### config.mk
export PLATFORM = sky130hd
export DESIGN_NAME = uart_cfg
export DESIGN_NICKNAME = d
export VERILOG_FILES = /design/src/rtl/uart_cfg.sv
export SDC_FILE = /design/constraint.sdc
export NUM_CORES = 1
export LEC_CHECK = 0
export BUFFER_PORTS_ARGS = -buffer_cell sky130_fd_sc_hd__buf_2
export CORE_AREA = 10 10 99 145
export DETAILED_ROUTE_END_ITERATION = 8
export DIE_AREA = 0 0 109 155
export GPL_TIMING_DRIVEN = 0
export PLACE_DENSITY = 0.73
export SLEW_MARGIN = 20
export SYNTH_ARGS = -nofsm -noshare
export SYNTH_HDL_FRONTEND = slang
export SYNTH_SLANG_ARGS = --single-unit
### constraint.sdc
create_clock -name clk -period 4.44 [get_ports clk]
set_input_delay 0.444 -clock clk [delete_from_list [all_inputs] [get_ports clk]]
set_output_delay 0.444 -clock clk [all_outputs]
set_load 0.01 [all_outputs]
### src/rtl/uart_cfg.sv
// Configurable full-duplex UART: runtime baud divisor, parity and stop bits,
// valid/ready transmit handshake and per-frame receive error flags.
module uart_cfg #(
    parameter int DATA_BITS  = 8,
    parameter int OVERSAMPLE = 16,
    parameter int DIV_W      = 16
) (
    input  logic                 clk,
    input  logic                 rst,
    input  logic [DIV_W-1:0]     baud_div,
    input  logic [1:0]           parity_mode,
    input  logic                 two_stop,
    input  logic                 rx,
    output logic                 tx,
    input  logic                 tx_valid,
    output logic                 tx_ready,
    input  logic [DATA_BITS-1:0] tx_data,
    output logic                 rx_valid,
    output logic [DATA_BITS-1:0] rx_data,
    output logic                 rx_parity_err,
    output logic                 rx_frame_err,
    output logic                 rx_busy
);

    localparam int OS_W  = $clog2(OVERSAMPLE);
    localparam int BIT_W = $clog2(DATA_BITS + 1);
    localparam logic [OS_W-1:0]  OS_LAST  = OS_W'(OVERSAMPLE - 1);
    localparam logic [OS_W-1:0]  OS_HALF  = OS_W'(OVERSAMPLE / 2 - 1);
    localparam logic [BIT_W-1:0] BIT_LAST = BIT_W'(DATA_BITS - 1);

    typedef enum logic [2:0] {
        TX_IDLE, TX_START, TX_DATA, TX_PARITY, TX_STOP
    } tx_state_t;

    typedef enum logic [2:0] {
        RX_IDLE, RX_START, RX_DATA, RX_PARITY, RX_STOP
    } rx_state_t;

    logic par_en_in;
    assign par_en_in = (parity_mode == 2'd1) || (parity_mode == 2'd2);

    // ------------------------------------------------------------------
    // Transmitter
    // ------------------------------------------------------------------
    tx_state_t            tx_state_q, tx_state_d;
    logic [DIV_W-1:0]     tx_div_q, tx_div_d;
    logic [DIV_W-1:0]     tx_baud_q, tx_baud_d;
    logic [OS_W-1:0]      tx_os_q, tx_os_d;
    logic [BIT_W-1:0]     tx_bit_q, tx_bit_d;
    logic [DATA_BITS-1:0] tx_shift_q, tx_shift_d;
    logic                 tx_par_q, tx_par_d;
    logic                 tx_par_en_q, tx_par_en_d;
    logic                 tx_two_stop_q, tx_two_stop_d;
    logic                 tx_stop_q, tx_stop_d;
    logic                 tx_q, tx_d;
    logic                 tx_tick, tx_bit_done;

    assign tx_tick     = (tx_div_q == '0);
    assign tx_bit_done = tx_tick && (tx_os_q == OS_LAST);

    always_ff @(posedge clk or posedge rst) begin
        if (rst) begin
            tx_state_q    <= TX_IDLE;
            tx_div_q      <= '0;
            tx_baud_q     <= '0;
            tx_os_q       <= '0;
            tx_bit_q      <= '0;
            tx_shift_q    <= '0;
            tx_par_q      <= 1'b0;
            tx_par_en_q   <= 1'b0;
            tx_two_stop_q <= 1'b0;
            tx_stop_q     <= 1'b0;
            tx_q          <= 1'b1;
        end else begin
            tx_state_q    <= tx_state_d;
            tx_div_q      <= tx_div_d;
            tx_baud_q     <= tx_baud_d;
            tx_os_q       <= tx_os_d;
            tx_bit_q      <= tx_bit_d;
            tx_shift_q    <= tx_shift_d;
            tx_par_q      <= tx_par_d;
            tx_par_en_q   <= tx_par_en_d;
            tx_two_stop_q <= tx_two_stop_d;
            tx_stop_q     <= tx_stop_d;
            tx_q          <= tx_d;
        end
    end

    always_comb begin
        tx_state_d    = tx_state_q;
        tx_div_d      = tx_div_q;
        tx_baud_d     = tx_baud_q;
        tx_os_d       = tx_os_q;
        tx_bit_d      = tx_bit_q;
        tx_shift_d    = tx_shift_q;
        tx_par_d      = tx_par_q;
        tx_par_en_d   = tx_par_en_q;
        tx_two_stop_d = tx_two_stop_q;
        tx_stop_d     = tx_stop_q;
        tx_d          = 1'b1;

        if (tx_state_q != TX_IDLE) begin
            if (tx_tick) begin
                tx_div_d = tx_baud_q;
                tx_os_d  = tx_bit_done ? '0 : tx_os_q + 1'b1;
            end else begin
                tx_div_d = tx_div_q - 1'b1;
            end
        end

        case (tx_state_q)
            TX_IDLE: begin
                if (tx_valid) begin
                    tx_state_d    = TX_START;
                    tx_shift_d    = tx_data;
                    tx_par_d      = (^tx_data) ^ (parity_mode == 2'd2);
                    tx_par_en_d   = par_en_in;
                    tx_two_stop_d = two_stop;
                    tx_baud_d     = baud_div;
                    tx_div_d      = baud_div;
                    tx_os_d       = '0;
                    tx_bit_d      = '0;
                    tx_stop_d     = 1'b0;
                end
            end
            TX_START: begin
                if (tx_bit_done) tx_state_d = TX_DATA;
            end
            TX_DATA: begin
                if (tx_bit_done) begin
                    tx_shift_d = tx_shift_q >> 1;
                    if (tx_bit_q == BIT_LAST) begin
                        tx_state_d = tx_par_en_q ? TX_PARITY : TX_STOP;
                    end else begin
                        tx_bit_d = tx_bit_q + 1'b1;
                    end
                end
            end
            TX_PARITY: begin
                if (tx_bit_done) tx_state_d = TX_STOP;
            end
            TX_STOP: begin
                if (tx_bit_done) begin
                    if (tx_two_stop_q && !tx_stop_q) tx_stop_d  = 1'b1;
                    else                             tx_state_d = TX_IDLE;
                end
            end
            default: tx_state_d = TX_IDLE;
        endcase

        // Line level is registered from the next state so the pin never glitches.
        case (tx_state_d)
            TX_START:  tx_d = 1'b0;
            TX_DATA:   tx_d = tx_shift_d[0];
            TX_PARITY: tx_d = tx_par_d;
            default:   tx_d = 1'b1;
        endcase
    end

    assign tx       = tx_q;
    assign tx_ready = (tx_state_q == TX_IDLE);

    // ------------------------------------------------------------------
    // Receiver
    // ------------------------------------------------------------------
    logic rx_meta_q, rx_sync_q, rx_prev_q;

    always_ff @(posedge clk or posedge rst) begin
        if (rst) begin
            rx_meta_q <= 1'b1;
            rx_sync_q <= 1'b1;
            rx_prev_q <= 1'b1;
        end else begin
            rx_meta_q <= rx;
            rx_sync_q <= rx_meta_q;
            rx_prev_q <= rx_sync_q;
        end
    end

    rx_state_t            rx_state_q, rx_state_d;
    logic [DIV_W-1:0]     rx_div_q, rx_div_d;
    logic [DIV_W-1:0]     rx_baud_q, rx_baud_d;
    logic [OS_W-1:0]      rx_os_q, rx_os_d;
    logic [BIT_W-1:0]     rx_bit_q, rx_bit_d;
    logic [DATA_BITS-1:0] rx_shift_q, rx_shift_d;
    logic                 rx_par_en_q, rx_par_en_d;
    logic                 rx_par_odd_q, rx_par_odd_d;
    logic                 rx_pend_q, rx_pend_d;
    logic                 rx_valid_q, rx_valid_d;
    logic [DATA_BITS-1:0] rx_data_q, rx_data_d;
    logic                 rx_perr_q, rx_perr_d;
    logic                 rx_ferr_q, rx_ferr_d;
    logic                 rx_tick, rx_fall, rx_mid, rx_sample;

    assign rx_tick   = (rx_div_q == '0);
    assign rx_fall   = rx_prev_q && !rx_sync_q;
    assign rx_mid    = rx_tick && (rx_os_q == OS_HALF);
    assign rx_sample = rx_tick && (rx_os_q == OS_LAST);

    always_ff @(posedge clk or posedge rst) begin
        if (rst) begin
            rx_state_q   <= RX_IDLE;
            rx_div_q     <= '0;
            rx_baud_q    <= '0;
            rx_os_q      <= '0;
            rx_bit_q     <= '0;
            rx_shift_q   <= '0;
            rx_par_en_q  <= 1'b0;
            rx_par_odd_q <= 1'b0;
            rx_pend_q    <= 1'b0;
            rx_valid_q   <= 1'b0;
            rx_data_q    <= '0;
            rx_perr_q    <= 1'b0;
            rx_ferr_q    <= 1'b0;
        end else begin
            rx_state_q   <= rx_state_d;
            rx_div_q     <= rx_div_d;
            rx_baud_q    <= rx_baud_d;
            rx_os_q      <= rx_os_d;
            rx_bit_q     <= rx_bit_d;
            rx_shift_q   <= rx_shift_d;
            rx_par_en_q  <= rx_par_en_d;
            rx_par_odd_q <= rx_par_odd_d;
            rx_pend_q    <= rx_pend_d;
            rx_valid_q   <= rx_valid_d;
            rx_data_q    <= rx_data_d;
            rx_perr_q    <= rx_perr_d;
            rx_ferr_q    <= rx_ferr_d;
        end
    end

    always_comb begin
        rx_state_d   = rx_state_q;
        rx_div_d     = rx_div_q;
        rx_baud_d    = rx_baud_q;
        rx_os_d      = rx_os_q;
        rx_bit_d     = rx_bit_q;
        rx_shift_d   = rx_shift_q;
        rx_par_en_d  = rx_par_en_q;
        rx_par_odd_d = rx_par_odd_q;
        rx_pend_d    = rx_pend_q;
        rx_valid_d   = 1'b0;
        rx_data_d    = rx_data_q;
        rx_perr_d    = rx_perr_q;
        rx_ferr_d    = rx_ferr_q;

        if (rx_state_q != RX_IDLE) begin
            if (rx_tick) begin
                rx_div_d = rx_baud_q;
                rx_os_d  = rx_sample ? '0 : rx_os_q + 1'b1;
            end else begin
                rx_div_d = rx_div_q - 1'b1;
            end
        end

        case (rx_state_q)
            RX_IDLE: begin
                if (rx_fall) begin
                    rx_state_d   = RX_START;
                    rx_baud_d    = baud_div;
                    rx_div_d     = baud_div;
                    rx_par_en_d  = par_en_in;
                    rx_par_odd_d = (parity_mode == 2'd2);
                    rx_os_d      = '0;
                    rx_bit_d     = '0;
                    rx_pend_d    = 1'b0;
                end
            end
            RX_START: begin
                // Half-bit sample; a line already back high was only a glitch.
                if (rx_mid) begin
                    rx_os_d    = '0;
                    rx_state_d = rx_sync_q ? RX_IDLE : RX_DATA;
                end
            end
            RX_DATA: begin
                if (rx_sample) begin
                    rx_shift_d = {rx_sync_q, rx_shift_q[DATA_BITS-1:1]};
                    if (rx_bit_q == BIT_LAST) begin
                        rx_state_d = rx_par_en_q ? RX_PARITY : RX_STOP;
                    end else begin
                        rx_bit_d = rx_bit_q + 1'b1;
                    end
                end
            end
            RX_PARITY: begin
                if (rx_sample) begin
                    rx_pend_d  = rx_sync_q ^ (^rx_shift_q) ^ rx_par_odd_q;
                    rx_state_d = RX_STOP;
                end
            end
            RX_STOP: begin
                if (rx_sample) begin
                    rx_valid_d = 1'b1;
                    rx_data_d  = rx_shift_q;
                    rx_perr_d  = rx_pend_q;
                    rx_ferr_d  = !rx_sync_q;
                    rx_state_d = RX_IDLE;
                end
            end
            default: rx_state_d = RX_IDLE;
        endcase
    end

    assign rx_valid      = rx_valid_q;
    assign rx_data       = rx_data_q;
    assign rx_parity_err = rx_perr_q;
    assign rx_frame_err  = rx_ferr_q;
    assign rx_busy       = (rx_state_q != RX_IDLE);

endmodule

-- Word-level counts from Yosys, hierarchy flattened
Cells that the tools add are included.
- flip-flop bits (word level): 124
- eq/ne operators: 30
- muxes and demuxes: 60
- reductions and logical operators: 30
- $add $sub $neg: 6
- bitwise logic cells: 3
- operators by type and width (operator ; count):
    $mux 16 ; 8
    $mux 4 ; 16
    $mux 3 ; 15
    $logic_not 16->1 ; 2
    $sub 16x1->16 const B ; 2
    $pmux 3 s5 ; 2
    $ne 2x2->1 const B ; 12
    $pmux 4 s2 ; 3
    $eq 3x2->1 const B ; 6
    $add 4x1->4 const B ; 4
    $mux 8 ; 2
    $pmux 8 s2 ; 1
    $reduce_xor 8->1 ; 2
    $eq 4x3->1 const B ; 3
    $reduce_and 4->1 ; 3
    $eq 3x1->1 const B ; 3
    $mux 1 ; 9
    $eq 4x4->1 const B ; 2
    $reduce_and 2->1 ; 4
    $reduce_bool 2->1 ; 4
    $eq 3x3->1 const B ; 2
    $logic_not 3->1 ; 2
    $reduce_and 3->1 ; 2
    $reduce_and 6->1 ; 1
    other kinds (10) ; 19

-- Longest topological paths before layout
Gate-level depths: netlist of run 1.
- word-level depth: 7
- mapped depth: 11

-- Worst setup path after synthesis of run 1
No wires, ideal clock.
- path kind: flip-flop to flip-flop
- start point: reg rx_div_q[0]
- end point: reg rx_shift_q[0]
- setup slack: 1772 ps
- library setup time: 128 ps
- cell stages (with the launch flop): 10
- period minus slack after synthesis: 2668 ps
- data arrival time: 2541 ps
- cell sequence: dfrtp_1 inv_1 ha_1 or4b_1 clkbuf_1 or4_1 buf_2 nor4_4 nand2_4 mux2_1
- longest elaborated chain between the ends: 3
- ends and longest elaborated chain (what ; RTL line ; text):
    start: declaration ; 181 ; logic [DIV_W-1:0] rx_div_q, rx_div_d;
    start signal: assignment ; 217 ; rx_div_q <= rx_div_d;
    $logic_not 16->1 ; 195 ; assign rx_tick = (rx_div_q == '0);
    $logic_and 1x1->1 ; 198 ; assign rx_sample = rx_tick && (rx_os_q == OS_LAST);
    $reduce_and 2->1 (no source line) ; - ;
    end signal: assignment ; 221 ; rx_shift_q <= rx_shift_d;
    end: declaration ; 185 ; logic [DATA_BITS-1:0] rx_shift_q, rx_shift_d;
Every way passes these cells.
A chain may end at the register's enable or synchronous reset.

-- Worst setup path after layout of run 1
- start point: reg rx_div_q[0]
- end point: reg rx_shift_q[2]
The elaborated chain is that of the path after synthesis.

==> flow_metrics.env, run 1 <==
export IMPL_synthTopCellsByArea="dfrtp_1 (48%), nand2_1 (11%), o21ai_0 (3.6%)"
export IMPL_areaGrowthSynthToFinish_pct=16.58
export IMPL_die_height_um=155
export IMPL_final_util=0.6216
export IMPL_yosys_warnings=0
export IMPL_grt_pass1_vias=5549
export IMPL_finalCritPeriodShare=0.6911
export IMPL_nNetsFinal=813
export IMPL_muxShareOfSynthArea=0.04443
export IMPL_hpwl_mm=11.29
export IMPL_worstPathArrival_ns=3.36
export IMPL_synth_top_area_share=0.4760
export IMPL_pwr_share_comb=0.200
export IMPL_setup_viol=0
export IMPL_fmax_mhz=325.9
export IMPL_path_class="reg -> reg"
export IMPL_drtIter0Drc=329
export IMPL_startpoint="rx_div_q[0]$_DFF_PP0_"
export IMPL_nFillCells=1021
export IMPL_grt_pass1_wl_mm=26.16
export IMPL_crit_path_end_kind="flop"
export IMPL_via_per_inst=5.721
export IMPL_p_sw_frac=0.3055
export IMPL_worst_slew_pin_slew_ns=0.7840
export IMPL_p_seq_frac=0.421
export IMPL_grt_overflow_total=0
export IMPL_relSlewSlack=0.4754
export IMPL_rsz0062_at_grt="false"
export IMPL_initial_core_util=0.5332
export IMPL_ctsRootBufferMaster="clkbuf_16"
export IMPL_cts_resized=0
export IMPL_clkPwrFrac=0.379
export IMPL_synth_seq_cells=124
export IMPL_wirelength_mm=15.85
export IMPL_syn_nets=750
export IMPL_period_needed_ns=3.068
export IMPL_synth_edff_count=0
export IMPL_cts_setup_buffers=0
export IMPL_cp_cell_sequence="inv_1 -> ha_1 -> or4b_1 -> clkbuf_1 -> or4_1 -> buf_2 -> nor4_4 -> nand2_4 -> mux2_1"
export IMPL_slowest_delay_ns=0.49
export IMPL_synth_simple_area_share=0.2451
export IMPL_core_area_um2=11830
export IMPL_place_congestion=0.8643
export IMPL_clock_path_buffers=2
export IMPL_syn_avg_cell_area_um2=8.860
export IMPL_critPathLaunchType="flop"
export IMPL_cp_max_fo=9
export IMPL_p_leak_nw=3.534
export IMPL_cp_top_family="simple AND/OR/NAND/NOR gates"
export IMPL_cp_required_ns=4.73
export IMPL_synth_area_leader_cell="dfrtp_1"
export IMPL_setup_tns_ns=0
export IMPL_die_width_um=109
export IMPL_hold_slack_ns=0.05615
export IMPL_htree_levels=4
export IMPL_p_switching_mw=1.149
export IMPL_ios=45
export IMPL_ant_nets=0
export IMPL_place_ws_ns=1.417
export IMPL_clkSlewWorstSetupHoldPaths_ns=0.06
export IMPL_grt_max_degree=74
export IMPL_track_usage=0.1920
export IMPL_num_rows=49
export IMPL_synth_distinct_cells=56
export IMPL_drc=0
export IMPL_outcome="finished clean"
export IMPL_synth_fa_ha_area_frac=0.01388
export IMPL_port_buffer_count=43
export IMPL_synth_ff_type="dfrtp_1"
export IMPL_ys_seq_area_frac=0.4927
export IMPL_netlist_area_um2=6309
export IMPL_dieArea_um2=16900
export IMPL_vias=5389
export IMPL_drv_cap=0
export IMPL_vdd_drop_max_uv=296.5
export IMPL_power_internal_mw=2.612
export IMPL_final_max_slew_viol_count=0
export IMPL_report_final_hold_viol_count=0
export IMPL_hp_class="in -> async"
export IMPL_powerDensity_nw_per_um2=511.3
export IMPL_drtPass1Iterations=4
export IMPL_synth_compound_area_share=0.1234
export IMPL_cts_tree="done"
export IMPL_crit_slowest_cell="nor4_4"
export IMPL_skew_ns=0.008944
export IMPL_drive_gt1_frac=0.1155
export IMPL_insertion_delay_ns=0.42
export IMPL_cp_num_buf_inv=3
export IMPL_holdBufCountCts=0
export IMPL_cts_made_buffers=17
export IMPL_async_reset_ff_frac=1.000
export IMPL_synth_xor_area_frac=0.05077
export IMPL_wire_per_inst_um=16.82
export IMPL_syn_instance_count=712
export IMPL_setup_ws_ns=1.372
export IMPL_reg2reg_from="rx_div_q[0]$_DFF_PP0_"
export IMPL_grt_antenna_before_repair=1
export IMPL_clock_sinks=124
export IMPL_synth_top_family_by_area="simple AND/OR/NAND/NOR gates"
-- path summary, 6_finish.rpt --
check | cells after the start | end | slack [ns]
max in group asynchronous | 3 | rx_baud_q[0]$_DFFE_PP0P_ | 3.63
worst max register to register | 9 | rx_shift_q[2]$_DFFE_PP0P_ | 1.37
min in group clk | 1 | rx_meta_q$_DFF_PP1_ | 0.13
worst max-delay path | 9 | rx_shift_q[2]$_DFFE_PP0P_ | 1.37
worst min-delay path | 2 | rx_shift_q[3]$_DFFE_PP0P_ | 0.06
worst min register to register | 0 | rx_sync_q$_DFF_PP1_ | 0.36
-- area by class of cell --
cell class                      instances  area, um^2  share of cell area
Buffer                                 34       131.4             0.01786
Inverter                               15       61.31            0.008336
Clock inverter                         10       140.1             0.01905
Multi-Input combinational cell        539        3013              0.4097
Tap cell                              153       191.4             0.02603
Clock buffer                           22       464.2             0.06312
Antenna cell                            1       2.502           0.0003403
Timing Repair Buffer                   44       242.7             0.03300
Sequential cell                       124        3108              0.4226
-- registers in the layout, summed over array words and instances (netlist names), 4 cells and up --
register	count
rx_baud_q	16
tx_bit_q	4
tx_shift_q	8
rx_data	8
tx_os_q	4
tx_baud_q	16
tx_div_q	16
rx_div_q	16
rx_shift_q	8
rx_os_q	4
rx_bit_q	4
-- cells by family (layout without fill, tap and decap cells) --
family | after synthesis | after routing
flip-flops | 124 | 124
other | 0 | 1
multiplexers | 27 | 27
AO/OA/AOI/OAI | 124 | 124
buffers and inverters | 49 | 125
adder cells (fa/ha/maj) | 7 | 7
XOR/XNOR | 35 | 35
AND/OR/NAND/NOR | 346 | 346
-- metal layers --
layer | part of all wire | wire length, um | up-vias | global-route usage
li1 | - | - | 2576 | -
met1 | 0.39 | 6115 | 2611 | 0.2091
met2 | 0.54 | 8556 | 159 | 0.3416
met3 | 0.042 | 671 | 43 | 0.03681
met4 | 0.032 | 506 | 0 | 0.09515
met5 | 0 | 0 | - | 0
-- per-stage QoR --
step | std cells | power [mW] | instance area (um^2)
global route | 942 | 3.957 | 7355
floorplan | 712 | 2.117 | 6309
global placement | 908 | 2.271 | 6715
finish | 942 | 3.760 | 7355
CTS | 941 | 3.756 | 7352
detailed placement | 909 | 2.323 | 6748
-- power groups by stage --
stage               registers, mW  logic, mW  clock network [mW]
detailed placement           1.59      0.737                   0
CTS                          1.58      0.750                1.43
finish                       1.58      0.752                1.42
floorplan                    1.53      0.591                   0
global route                 1.61      0.854                1.49
global placement             1.57      0.698                   0
-- worst reg2reg max path, cell delays in order, from the launching register on --
cell	delay, ns
dfrtp_1	0.40
inv_1	0.08
ha_1	0.19
or4b_1	0.43
clkbuf_1	0.19
or4_1	0.42
buf_2	0.19
nor4_4	0.50
nand2_4	0.19
mux2_1	0.36
-- Yosys cell counts (all sizes together) (3+ instances only) --
cell / count
mux2: 8
o22ai: 4
nor2b: 9
and3: 4
a21oi: 20
nand3: 23
o211ai: 15
dfrtp: 120
or4: 6
xnor2: 23
inv: 14
dfstp: 4
a31oi: 3
or3: 8
clkbuf: 30
or2: 5
buf: 4
and2: 3
o21ai: 46
nor2: 53
nor3: 17
a21o: 3
nor4: 12
xor2: 11
a211oi: 6
mux2i: 19
a22oi: 8
nand2: 194
o31ai: 4
nand2b: 6
ha: 7
-- placed cells by master, fill, tap and decap left out, types with 3 or more instances in the layout --
cell type     n
nand2_1     193
dfrtp_1     120
nor2_1       53
buf_2        46
o21ai_0      45
clkbuf_1     33
xnor2_1      23
nand3_1      23
a21oi_1      20
mux2i_1      19
nor3_1       17
clkbuf_16    17
o211ai_1     15
inv_1        13
xor2_1       11
nor4_1       10
nor2b_1       9
a22oi_1       8
mux2_1        8
or3_1         8
ha_1          7
nand2b_1      6
or4_1         6
a211oi_1      6
or2_2         5
o31ai_1       4
o22ai_1       4
and3_1        4
dfstp_2       4
a21o_1        3
and2_1        3
a31oi_1       3
bufinv_16     3
clkinvlp_4    3
Note: power is estimated with default switching activity, not from simulation.
==> run 2, diff against run 1 <==
==> constraint.sdc (replaced) <==
create_clock -name clk -period 3.2 [get_ports clk]
set_input_delay 0.32 -clock clk [delete_from_list [all_inputs] [get_ports clk]]
set_output_delay 0.32 -clock clk [all_outputs]
set_load 0.01 [all_outputs]
==> run 2 against run 1 <==
  * Cell count rose by 0.64%
  * Via count fell by 0.63%
  * Core utilization is 0.84 points higher
  * Setup slack lost 1.2 ns
  * Maximum frequency is 0.32% lower
  * Sequential share of layout area fell by 0.56 points
  * First-iteration DRC count down 1.8%
  * Highest routed layer unchanged
  * Global-route usage about the same
  * Power grew 39%
  * Combinational power increased by 41%
  * Clock power up 40%
  * Final area up 1.3%
  * Critical endpoint is now tx$_DFF_PP1_
==> flow_metrics.env, run 2 (synthesis results as in run 1) <==
export IMPL_placed_cells=912
export IMPL_drtPass1Iterations=7
export IMPL_via_per_inst=5.649
export IMPL_worstPathArrival_ns=3.42
export IMPL_relSlewSlack=0.4388
export IMPL_ant_nets=0
export IMPL_min_from="two_stop"
export IMPL_p_leak_nw=3.581
export IMPL_nFillCells=986
export IMPL_hp_class="in -> reg"
export IMPL_clock_sinks=124
export IMPL_insertion_delay_ns=0.41
export IMPL_cp_num_buf_inv=1
export IMPL_finalCritPeriodShare=0.9620
export IMPL_areaGrowthSynthToFinish_pct=18.15
export IMPL_ctsRootBufferMaster="clkbuf_16"
export IMPL_setup_ws_ns=0.1217
export IMPL_dieArea_um2=16900
export IMPL_cp_top_family="simple AND/OR/NAND/NOR gates"
export IMPL_initial_core_util=0.5332
export IMPL_htree_levels=4
export IMPL_core_area_um2=11830
export IMPL_cp_cell_sequence="or4_1 -> nand4b_1 -> nor2_1 -> and3_1 -> buf_2 -> a221o_1 -> a2bb2oi_1"
export IMPL_cts_made_buffers=17
export IMPL_wire_per_inst_um=16.71
export IMPL_powerDensity_nw_per_um2=703.7
export IMPL_wirelength_mm=15.84
export IMPL_num_rows=49
export IMPL_reg2reg_from="tx_div_q[6]$_DFF_PP0_"
export IMPL_port_buffer_count=43
export IMPL_die_height_um=155
export IMPL_clock_path_buffers=2
export IMPL_hold_slack_ns=0.09122
export IMPL_startpoint="tx_div_q[6]$_DFF_PP0_"
export IMPL_critPathLaunchType="flop"
export IMPL_place_ws_ns=0.1685
export IMPL_crit_slowest_cell="or4_1"
export IMPL_period_needed_ns=3.078
export IMPL_vias=5355
export IMPL_cts_tree="done"
export IMPL_rsz0062_at_grt="false"
export IMPL_ios=45
export IMPL_mostFrequentLayoutCells="nand2_1 (193), dfrtp_1 (120), nor2_1 (53)"
export IMPL_nNetsFinal=819
export IMPL_setup_viol=0
export IMPL_vdd_drop_max_uv=408.4
export IMPL_layout_commonest_cell="nand2_1"
export IMPL_worst_slew_pin_slew_ns=0.8379
export IMPL_final_cells=948
export IMPL_drtIter0Drc=323
export IMPL_setup_tns_ns=0
export IMPL_final_max_slew_viol_count=0
export IMPL_path_class="reg -> reg"
export IMPL_drv_cap=0
export IMPL_track_usage=0.1921
export IMPL_die_width_um=109
export IMPL_skew_ns=0.007548
export IMPL_hpwl_mm=11.42
export IMPL_outcome="finished clean"
export IMPL_drc=0
export IMPL_grt_overflow_total=0
export IMPL_grt_max_degree=33
export IMPL_r2r_slack_ns=0.12
export IMPL_cp_max_fo=9
export IMPL_report_final_hold_viol_count=0
export IMPL_finalPower_mw=5.245
export IMPL_crit_path_end_kind="flop"
export IMPL_fmax_mhz=324.9
export IMPL_place_congestion=0.8878
export IMPL_slowest_delay_ns=0.69
export IMPL_grt_pass1_vias=5498
export IMPL_grt_pass1_wl_mm=26.20
export IMPL_drive_gt1_frac=0.1234
export IMPL_grt_antenna_before_repair=1
export IMPL_clkSlewWorstSetupHoldPaths_ns=0.06
export IMPL_cp_required_ns=3.54
run 2: area by class of cell:
type | instances | area, um^2 | area share
flip-flops and latches | 124 | 3108 | 0.4170
multi-input cells | 539 | 3017 | 0.4047
plain buffers | 34 | 131.4 | 0.01763
diodes | 1 | 2.502 | 0.0003357
inverters | 15 | 60.06 | 0.008058
well taps | 153 | 191.4 | 0.02568
repair buffers | 50 | 322.8 | 0.04331
clock inverters | 12 | 163.9 | 0.02199
clock buffers | 20 | 456.7 | 0.06127
run 2: worst paths after layout:
kind                                             end  cells past startpoint
max in group asynchronous      rx_div_q[2]$_DFF_PP0_                      6
hold reg to reg                  rx_sync_q$_DFF_PP1_                      0
setup reg to reg                        tx$_DFF_PP1_                      7
hold / removal             tx_two_stop_q$_DFFE_PP0P_                      3
setup / recovery                        tx$_DFF_PP1_                      7
min in group asynchronous  rx_shift_q[4]$_DFFE_PP0P_                      3
run 2: worst reg2reg max path, stage by stage, from the launching register on:
cell and delay [ns]:
dfrtp_1 0.44, or4_1 0.69, nand4b_1 0.34, nor2_1 0.67, and3_1 0.27, buf_2 0.20, a221o_1 0.21, a2bb2oi_1 0.19
run 2: timing repair:
item                                    CTS  global route
endpoints found under the hold margin    13             0
setup buffers                             0             1
gates resized for setup                   0             1
endpoints found under the setup margin    0             8
hold buffers                              2             0
run 2: per-layer routing:
layer | wire [um] | track usage | vias up
li1 | - | - | 2584
met1 | 6225 | 0.2090 | 2598
met2 | 8677 | 0.3477 | 143
met3 | 642 | 0.03970 | 30
met4 | 299 | 0.07876 | 0
met5 | 0 | 0 | -
run 2: stage by stage:
stage | util | area, um^2
3_3_place_gp | 0.5678 | 6719
4_1_cts | 0.6287 | 7440
2_1_floorplan | - | 6312
5_1_grt | 0.6299 | 7453
6_report | 0.6299 | 7453
3_5_place_dp | 0.5746 | 6799
run 2: power by group:
group / internal (mW) / switching, mW / leakage, nW
Combinational: 0.480 / 0.576 / 1.69
Clock: 1.27 / 0.721 / 0.301
Sequential: 1.89 / 0.309 / 1.59
==> run 3, diff against run 2 <==
--- a/config.mk
+++ b/config.mk
@@ -11,6 +11,7 @@
 export DIE_AREA = 0 0 109 155
 export GPL_TIMING_DRIVEN = 0
 export PLACE_DENSITY = 0.73
+export RECOVER_POWER = 100
 export SLEW_MARGIN = 20
 export SYNTH_ARGS = -nofsm -noshare
 export SYNTH_HDL_FRONTEND = slang
==> run 3 against run 2 <==
  * Sequential cell count is the same
  * Critical path depth did not move
  * Core utilization down 0.59 points
  * Wire length decreased by 0.11%
  * Largest power group unchanged
==> flow_metrics.env, run 3 (synthesis results as in run 1) <==
export IMPL_layout_commonest_cell="nand2_1"
export IMPL_setup_viol=0
export IMPL_htree_levels=4
export IMPL_p_switching_mw=1.605
export IMPL_worstPathArrival_ns=3.40
export IMPL_setup_tns_ns=0
export IMPL_drtIter0Drc=308
export IMPL_clock_path_buffers=2
export IMPL_cp_required_ns=3.54
export IMPL_via_per_inst=5.657
export IMPL_insertion_delay_ns=0.42
export IMPL_place_congestion=0.8878
export IMPL_grt_pass1_vias=5498
export IMPL_setup_ws_ns=0.1373
export IMPL_period_needed_ns=3.063
export IMPL_regArea_um2=3108
export IMPL_clkSlewWorstSetupHoldPaths_ns=0.06
export IMPL_ctsRootBufferMaster="clkbuf_16"
export IMPL_skew_ns=0.006590
export IMPL_grt_antenna_before_repair=1
export IMPL_mostFrequentLayoutCells="nand2_1 (193), dfrtp_1 (120), nor2_1 (53)"
export IMPL_cp_max_fo=9
export IMPL_finalCritPeriodShare=0.9571
export IMPL_areaGrowthSynthToFinish_pct=17.04
export IMPL_clkPwrFrac=0.381
export IMPL_initial_core_util=0.5332
export IMPL_ios=45
export IMPL_core_area_um2=11830
export IMPL_track_usage=0.1921
export IMPL_drtPass1Iterations=5
export IMPL_drc=0
export IMPL_dieArea_um2=16900
export IMPL_final_max_slew_viol_count=0
export IMPL_cts_tree="done"
export IMPL_outcome="finished clean"
export IMPL_ff2ff_path_depth=7
export IMPL_num_rows=49
export IMPL_fmax_mhz=326.5
export IMPL_crit_slowest_cell="or4_1"
export IMPL_drv_cap=0
export IMPL_vdd_drop_max_uv=413.1
export IMPL_place_ws_ns=0.1685
export IMPL_hpwl_mm=11.42
export IMPL_cp_cell_sequence="or4_1 -> nand4b_1 -> nor2_1 -> and3_1 -> buf_2 -> a221o_1 -> a2bb2oi_1"
export IMPL_worst_slew_pin_slew_ns=1.450
export IMPL_port_buffer_count=43
export IMPL_grt_overflow_total=0
export IMPL_clock_sinks=124
export IMPL_nFillCells=997
export IMPL_wirelength_mm=15.83
export IMPL_vias=5363
export IMPL_die_height_um=155
export IMPL_slowest_delay_ns=0.68
export IMPL_pwr_share_comb=0.200
export IMPL_crit_path_end_kind="flop"
export IMPL_report_final_hold_viol_count=0
export IMPL_cp_num_buf_inv=1
export IMPL_die_width_um=109
export IMPL_hp_class="in -> reg"
export IMPL_nNetsFinal=819
export IMPL_path_class="reg -> reg"
export IMPL_p_sw_frac=0.3065
export IMPL_cts_made_buffers=17
export IMPL_finalPower_mw=5.237
export IMPL_power_internal_mw=3.632
export IMPL_critPathLaunchType="flop"
export IMPL_drive_gt1_frac=0.1020
export IMPL_ant_nets=0
export IMPL_p_seq_frac=0.418
export IMPL_grt_max_degree=33
export IMPL_cp_num_cells=7
export IMPL_relSlewSlack=0.03322
export IMPL_powerDensity_nw_per_um2=709.3
export IMPL_multiInputGateArea_um2=3012
export IMPL_wire_per_inst_um=16.70
export IMPL_hold_path_depth=3
export IMPL_cp_top_family="simple AND/OR/NAND/NOR gates"
export IMPL_grt_pass1_wl_mm=26.20
export IMPL_p_leak_nw=3.486
export IMPL_rsz0062_at_grt="false"
-- run 3: cell type report --
class | count | area share
Buffer | 34 | 0.01779
Inverter | 15 | 0.007795
Clock buffer | 20 | 0.06185
Timing Repair Buffer | 50 | 0.03525
Antenna cell | 1 | 0.0003389
Clock inverter | 12 | 0.02220
Tap cell | 153 | 0.02593
Sequential cell | 124 | 0.4209
Multi-Input combinational cell | 539 | 0.4079
-- run 3: worst paths after layout --
kind,startpoint,end,slack (ns)
worst min register to register,rx_meta_q$_DFF_PP1_,rx_sync_q$_DFF_PP1_,0.37
worst max register to register,tx_div_q[6]$_DFF_PP0_,tx$_DFF_PP1_,0.14
worst max-delay path,tx_div_q[6]$_DFF_PP0_,tx$_DFF_PP1_,0.14
min in group asynchronous,rst,rx_shift_q[4]$_DFFE_PP0P_,0.50
worst min-delay path,two_stop,tx_two_stop_q$_DFFE_PP0P_,0.09
max in group asynchronous,rst,rx_div_q[3]$_DFF_PP0_,0.51
-- run 3: timing repair --
item,CTS,global route
hold buffers,2,0
buffers inserted,0,1
gates resized for setup,0,1
endpoints found under the hold margin,13,0
endpoints found under the setup margin,0,8
-- run 3: tightest hold or removal path: stages --
cell	delay (ns)
buf_2	0.07
nand2_1	0.04
nand2_1	0.04
-- run 3: power groups by stage --
stage                     Clock, mW  Combinational [mW]  Sequential (mW)
after floorplan                   0               0.821             2.12
after global placement            0               0.968             2.18
after detailed placement          0                1.04             2.20
after CTS                      2.02                1.05             2.18
after global routing           2.10                1.19             2.24
final                          2.00                1.05             2.19
-- run 3: per-layer routing --
layer	GRT usage	wire length, um	vias to the layer above	share of wire
li1	-	-	2585	-
met1	0.2090	6156	2594	0.39
met2	0.3477	8673	151	0.55
met3	0.03970	661	33	0.042
met4	0.07876	336	0	0.021
met5	0	0	-	0
-- run 3: through the flow --
| stage | cells | cell area, um^2 | hold slack (ns) | util |
|---|---|---|---|---|
| after global routing | 948 | 7383 | 0.1204 | 0.6240 |
| after CTS | 946 | 7440 | 0.08447 | 0.6287 |
| after detailed placement | 912 | 6799 | 0.3272 | 0.5746 |
| final | 948 | 7383 | 0.08854 | 0.6240 |
| after global placement | 908 | 6719 | 0.3485 | 0.5678 |
| after floorplan | 712 | 6312 | 0.3245 | - |
